**config.mk**
```make
export PLATFORM = sky130hd
export DESIGN_NAME = shared_hpc3_mul_gf2n_pipe
export DESIGN_NICKNAME = d
export VERILOG_FILES = /design/src/rtl/shared_hpc3_mul_gf2n_pipe_pkg.sv /design/src/rtl/shared_hpc3_mul_gf2n_pipe_hpc3_pair_term.sv /design/src/rtl/shared_hpc3_mul_gf2n_pipe.sv
export SDC_FILE = /design/constraint.sdc
export NUM_CORES = 1
export LEC_CHECK = 0
export CAP_MARGIN = 20
export CORE_UTILIZATION = 50
export CTS_CLUSTER_SIZE = 25
export DETAILED_ROUTE_END_ITERATION = 16
export PLACE_DENSITY_LB_ADDON = 0.15
export SETUP_SLACK_MARGIN = 0.3
export SYNTH_ARGS = -nofsm -noshare
export SYNTH_HDL_FRONTEND = slang
export SYNTH_HIERARCHICAL = 1
export SYNTH_SLANG_ARGS = --single-unit
```
**constraint.sdc**
```tcl
create_clock -name ClkxCI -period 1.8 [get_ports ClkxCI]
set_input_delay 0.18 -clock ClkxCI [delete_from_list [all_inputs] [get_ports ClkxCI]]
set_output_delay 0.18 -clock ClkxCI [all_outputs]
set_load 0.02 [all_outputs]
```
**src/rtl/shared_hpc3_mul_gf2n_pipe_pkg.sv**
```systemverilog
// Shared definitions for the masked GF(2^N) multiplier: share-pair indexing,
// polynomial-basis field multiply and the square-scale helper.
package shared_hpc3_mul_gf2n_pipe_pkg;

    localparam int MAXN = 8;

    // Scale factor applied to the squared term of the fused square-scale product.
    localparam logic [7:0] NU = 8'h09;

    function automatic int npairs(input int shares);
        return shares * (shares - 1) / 2;
    endfunction

    function automatic int pidx(input int i, input int j);
        int lo;
        int hi;
        lo = (i < j) ? i : j;
        hi = (i < j) ? j : i;
        return lo + hi * (hi - 1) / 2;
    endfunction

    // Reduction polynomial low bits; for N<8 the x^N bit is kept so the xor clears it.
    function automatic logic [7:0] gf2_red(input int n);
        case (n)
            2:       return 8'h07;
            4:       return 8'h13;
            default: return 8'h1b;
        endcase
    endfunction

    function automatic logic [7:0] gf2_mul(input logic [7:0] a, input logic [7:0] b,
                                           input int n);
        logic [7:0] acc;
        logic [7:0] sh;
        logic [7:0] red;
        acc = '0;
        sh  = a;
        red = gf2_red(n);
        for (int k = 0; k < MAXN; k++) begin
            if (k < n) begin
                if (b[k]) acc = acc ^ sh;
                sh = sh[n-1] ? ((sh << 1) ^ red) : (sh << 1);
            end
        end
        return acc;
    endfunction

    function automatic logic [7:0] square_scaler(input logic [7:0] a);
        return gf2_mul(NU, gf2_mul(a, a, 4), 4);
    endfunction

endpackage

```
**src/rtl/shared_hpc3_mul_gf2n_pipe_hpc3_pair_term.sv**
```systemverilog
// One ordered share pair (i,j): the blinded cross term FF[i][j] and the
// Z-blinded Y share B[i][j] that is registered before it meets XP_i.
module hpc3_pair_term
    import shared_hpc3_mul_gf2n_pipe_pkg::*;
#(
    parameter int N    = 4,
    parameter int MODE = 0,
    parameter int ROT  = 0
) (
    input  logic [N-1:0] i_xi,
    input  logic [N-1:0] i_yi,
    input  logic [N-1:0] i_yj,
    input  logic [N-1:0] i_z,
    input  logic [N-1:0] i_r,
    output logic [N-1:0] o_ff,
    output logic [N-1:0] o_b
);

    assign o_b = i_yj ^ i_z;

    generate
        if (MODE == 1 && ROT == 1) begin : g_fused
            // Carries share i's own X_i*Y_i plus its square-scale contribution.
            assign o_ff = N'(gf2_mul(8'(i_xi), 8'(i_z ^ i_yi), N)
                             ^ square_scaler(8'(i_xi ^ i_yi))) ^ i_r;
        end else begin : g_plain
            logic w_unused_yi;
            assign w_unused_yi = ^i_yi;
            assign o_ff = N'(gf2_mul(8'(i_xi), 8'(i_z), N)) ^ i_r;
        end
    endgenerate

endmodule

```
**src/rtl/shared_hpc3_mul_gf2n_pipe.sv**
```systemverilog
// Pipelined HPC3-style masked GF(2^N) multiplier with optional fused
// square-scale mode and an optional registered output stage.
module shared_hpc3_mul_gf2n_pipe
    import shared_hpc3_mul_gf2n_pipe_pkg::*;
#(
    parameter int SHARES = 2,
    parameter int N      = 4,
    parameter int MODE   = 0,
    parameter int OUTREG = 0
) (
    input  logic                                ClkxCI,
    input  logic                                RstxBI,
    input  logic                                InValidxSI,
    input  logic [N*SHARES-1:0]                 XxDI,
    input  logic [N*SHARES-1:0]                 YxDI,
    input  logic [N*SHARES*(SHARES-1)/2-1:0]    ZxDI,
    input  logic [N*SHARES*(SHARES-1)/2-1:0]    RxDI,
    output logic [N*SHARES-1:0]                 QxDO,
    output logic                                OutValidxSO
);

    localparam int NPAIRS = npairs(SHARES);

    // Handshake: valid-only, no ready. An input is accepted on every rising
    // edge with InValidxSI=1; OutValidxSO marks the matching result exactly
    // once, 1 (OUTREG=0) or 2 (OUTREG=1) cycles later; the consumer must take it then.

    logic [SHARES-1:0][SHARES-1:0][N-1:0] w_ff;
    logic [SHARES-1:0][SHARES-1:0][N-1:0] w_b;
    logic [SHARES-1:0][SHARES-1:0][N-1:0] r_ff;
    logic [SHARES-1:0][SHARES-1:0][N-1:0] r_b;
    logic [N*SHARES-1:0]                  r_xp;
    logic                                 r_v1;
    logic [N*SHARES-1:0]                  w_q;

    generate
        for (genvar i = 0; i < SHARES; i++) begin : g_row
            for (genvar j = 0; j < SHARES; j++) begin : g_col
                if (i == j) begin : g_diag
                    // In MODE=1 the own-share product lives in the rotated pair term.
                    if (MODE == 0) begin : g_own
                        assign w_ff[i][j] = N'(gf2_mul(8'(XxDI[N*i +: N]),
                                                       8'(YxDI[N*i +: N]), N));
                    end else begin : g_none
                        assign w_ff[i][j] = '0;
                    end
                    assign w_b[i][j] = '0;
                end else begin : g_pair
                    localparam int P   = pidx(i, j);
                    localparam int ROT = (i == (j + 1) % SHARES) ? 1 : 0;
                    hpc3_pair_term #(
                        .N    (N),
                        .MODE (MODE),
                        .ROT  (ROT)
                    ) u_term (
                        .i_xi (XxDI[N*i +: N]),
                        .i_yi (YxDI[N*i +: N]),
                        .i_yj (YxDI[N*j +: N]),
                        .i_z  (ZxDI[N*P +: N]),
                        .i_r  (RxDI[N*P +: N]),
                        .o_ff (w_ff[i][j]),
                        .o_b  (w_b[i][j])
                    );
                end
            end
        end
    endgenerate

    // Stage-1 is the glitch barrier: B must be registered before the XP multiply.
    always_ff @(posedge ClkxCI or negedge RstxBI) begin
        if (!RstxBI) begin
            r_ff <= '0;
            r_b  <= '0;
            r_xp <= '0;
            r_v1 <= 1'b0;
        end else begin
            r_v1 <= InValidxSI;
            if (InValidxSI) begin
                r_ff <= w_ff;
                r_b  <= w_b;
                r_xp <= XxDI;
            end
        end
    end

    always_comb begin : p_out
        logic [N-1:0] v_ff;
        logic [N-1:0] v_b;
        logic [N-1:0] v_s;
        w_q = '0;
        for (int k = 0; k < SHARES; k++) begin
            v_ff = '0;
            v_b  = '0;
            for (int l = 0; l < SHARES; l++) begin
                v_ff = v_ff ^ r_ff[k][l];
                v_b  = v_b ^ r_b[k][l];
            end
            v_s = v_ff ^ N'(gf2_mul(8'(r_xp[N*k +: N]), 8'(v_b), N));
            for (int jj = 0; jj < N; jj++) begin
                w_q[N*k + jj] = (MODE == 1) ? v_s[(jj + 2) % N] : v_s[jj];
            end
        end
    end

    generate
        if (OUTREG != 0) begin : g_oreg
            logic [N*SHARES-1:0] r_q;
            logic                r_vo;
            always_ff @(posedge ClkxCI or negedge RstxBI) begin
                if (!RstxBI) begin
                    r_q  <= '0;
                    r_vo <= 1'b0;
                end else begin
                    r_vo <= r_v1;
                    if (r_v1) r_q <= w_q;
                end
            end
            assign QxDO        = r_q;
            assign OutValidxSO = r_vo;
        end else begin : g_comb
            assign QxDO        = w_q;
            assign OutValidxSO = r_v1;
        end
    endgenerate

endmodule

```
==> flow_summary.toml <==
[placed_design]
hpwl_um = 5876
dp_cells = 512
pre_cts_ws_ps = -268.0
port_buffers = 35
gp_congestion = 0.8038

[floorplanning]
rows = 28
initial_core_util_pct = 53.12
design.die.area_um2 = 6763
core_region_area_um2 = 6061
die_h_um = 82.24
io_pins = 36
die_x_um = 82.24

[yosys]
synthArstFlopShare_pct = 100.0
ys.flop_type = "dfrtp_1"
synth_area_um2 = 3219
avgSynthCellArea_um2 = 8.918
synth_seq_cells = 33
synth_edf_count = 0
synth_warnings = 6
syn_nets = 388
synthCells = 361
seq_area_frac_synth_pct = 25.65
ys_types = 55

[timing]
finalSetupViolCount = 2
worst_pin_slew_ps = 424.7
finalSetupTns_ps = -171.1
clock.fmax_mhz = 529.2
fin_skew_ps = 0
finalMaxSlewViolations = 0
slew_headroom_pct = 71.68
post-route-period-util_pct = 105.0
finalHoldViolCount = 0
min_period_ps = 1890
rsz0062_at_grt = "yes"
setup_ws_ps = -89.53

[critical_path]
setup.worst_path.start = "r_xp[7]"
path_buf_inv = 2
rrSetupSlack_ps = 760
cp_slowest_cell = "dfrtp_2"
cp.depth = 6
path_cells = "buf_4, xor2_1, o22ai_2, a211oi_2, xnor2_1, buf_4"
cpPeakStageDelay_ps = 470
reg2regPathDepth = 3
cp_top_family = "flip-flops"
cp-end-kind = "output pin"
crit_fanout = 7
r2r_start = "r_b[10]"
crit_arrival_ps = 1710
cp-start-kind = "flop"
cp.required_ps = 1620
critical_path_class = "flop to output pin"
cp_common_cell = "buf_4"

[cts]
cts_buffers = 5
cts.sinks = 33
cts_tree = "done"
cts.clk_slew.worst_paths_ps = 70
clock_path_buffers = 2
cts_root_buf = "clkbuf_8"
htree_levels = 2
clk_latency_ps = 280

[route]
post_drt_wl_per_cell_um = 14.97
wl_um = 7996
drt_iter0_markers = 161
dr.pass1.iters = 4
drt-vias-per-instance = 5.307
route.vias.total = 2834
drc_errors = 0
ant_nets = 0

[global_routing]
grt-ovfl-total = 0
grt_pass1_wl_um = 12540
grt_pass1_vias = 2611
gr-usage-all-layers_pct = 25.45
grt_max_degree = 40
antenna_found_initial = 0

[final_layout]
fin_nets = 485
num_antenna_cells = 0
drive_gt1_share_pct = 39.43
synthToLayoutAreaGrowth_pct = 37.58
stdcell_count = 534

[run_status]
outcome = "finished with violations"
violations = "negative setup slack"

[flow_run]
max_cap_viol_count = 0

[worst_hold_path]
hp-class = "input port to asynchronous set/reset pin"

[pwr]
p_per_area_nw_per_um2 = 883.5
peakVddDrop_uv = 754.2
leakagePower_nw = 1.977
power breakdown:
| group | switching, mW | total [mW] | leakage (nW) | internal [mW] |
|---|---|---|---|---|
| Sequential | 0.179 | 1.06 | 0.377 | 0.882 |
| Combinational | 1.05 | 2.32 | 1.56 | 1.26 |
| Clock | 0.265 | 0.532 | 0.0450 | 0.268 |
registers in the layout, summed over array words and instances (netlist names):
name,count
r_ff,16
r_b,8
r_xp,8
OutValidxSO,1
final timing paths:
path                       endpoint
min in group ClkxCI          r_b[4]
setup / recovery            QxDO[5]
hold / removal              r_ff[6]
setup reg to reg            r_b[10]
max in group asynchronous   r_xp[3]
hold reg to reg              r_b[8]
cell type report:
class | count | area (µm²)
multi-input cells | 295 | 2391
fillers | 453 | 1632
repair buffers | 117 | 985.9
flip-flops and latches | 33 | 839.6
well taps | 75 | 93.84
clock buffers | 6 | 72.57
inverters | 6 | 36.28
clock inverters | 2 | 10.01
repair_timing:
item,CTS,global route
buffers inserted,6,7
pin swaps,25,23
gates resized for setup,89,26
endpoints found under the setup margin,21,14
hold buffers,0,0
gates cloned,1,0
Yosys cell counts (3+ instances only):
library cell / n / area share, %
a211oi_1: 8 / 1.9
a21oi_1: 15 / 2.3
buf_2: 11 / 1.7
buf_4: 3 / 0.70
buf_6: 5 / 1.7
clkbuf_1: 6 / 0.70
dfrtp_1: 33 / 26
inv_1: 5 / 0.58
mux2_2: 23 / 8.0
mux2i_1: 5 / 1.6
nand2_1: 68 / 7.9
nand2b_1: 8 / 1.6
nand3_1: 3 / 0.47
nor2_1: 9 / 1.0
nor2b_1: 5 / 0.97
o22ai_1: 4 / 0.78
xnor2_1: 57 / 16
xor2_1: 34 / 9.3
worst reg2reg max path: cells and delay by family (launching register included):
kind | cells | cell delay (ps)
buffers and inverters | 2 | 250
muxes | 1 | 250
DFF | 1 | 420
metrics by stage:
step	cell area, µm²	utilization [%]	power [mW]	hold WS, ps
detailed placement	4033	66.54	3.183	518.0
CTS	4280	70.62	3.765	311.0
floorplan	3239	-	2.368	-115.6
global route	4429	73.08	4.150	338.1
finish	4429	73.08	3.913	293.5
global placement	4033	66.54	3.132	511.0
routing by layer:
metal,share of wire [%],track usage (%),routed length (µm),up-vias
met3,5.6,3.516,444,4
met2,49,42.07,3903,70
met5,0,0,0,-
li1,-,-,-,1401
met1,45,34.14,3570,1359
met4,0.98,8.421,78,0
kinds of logic (layout without fill, tap and decap cells):
| group | after synthesis | in the layout | synth area share (%) |
|---|---|---|---|
| XOR/XNOR | 95 | 95 | 27.17 |
| flip-flops | 33 | 33 | 25.65 |
| buffers and inverters | 33 | 131 | 6.529 |
| AND/OR/NAND/NOR | 117 | 117 | 17.92 |
| multiplexers | 30 | 30 | 10.53 |
| AO/OA/AOI/OAI | 53 | 53 | 12.20 |
cells in the final DEF (no fill, tap or decap), types with 5 or more instances in the layout:
master and n:
a211oi_2 8, a21oi_1 15, buf_4 79, buf_6 9, clkbuf_8 5, clkdlybuf4s50_1 13
dfrtp_1 22, dfrtp_2 11, dlygate4sd2_1 9, mux2_2 22, mux2i_1 5, nand2_1 67
nand2b_1 7, nor2_1 9, o22ai_2 5, xnor2_1 46, xnor2_2 11, xor2_1 30
xor2_2 6
Note: power is estimated with default switching activity, not from simulation.
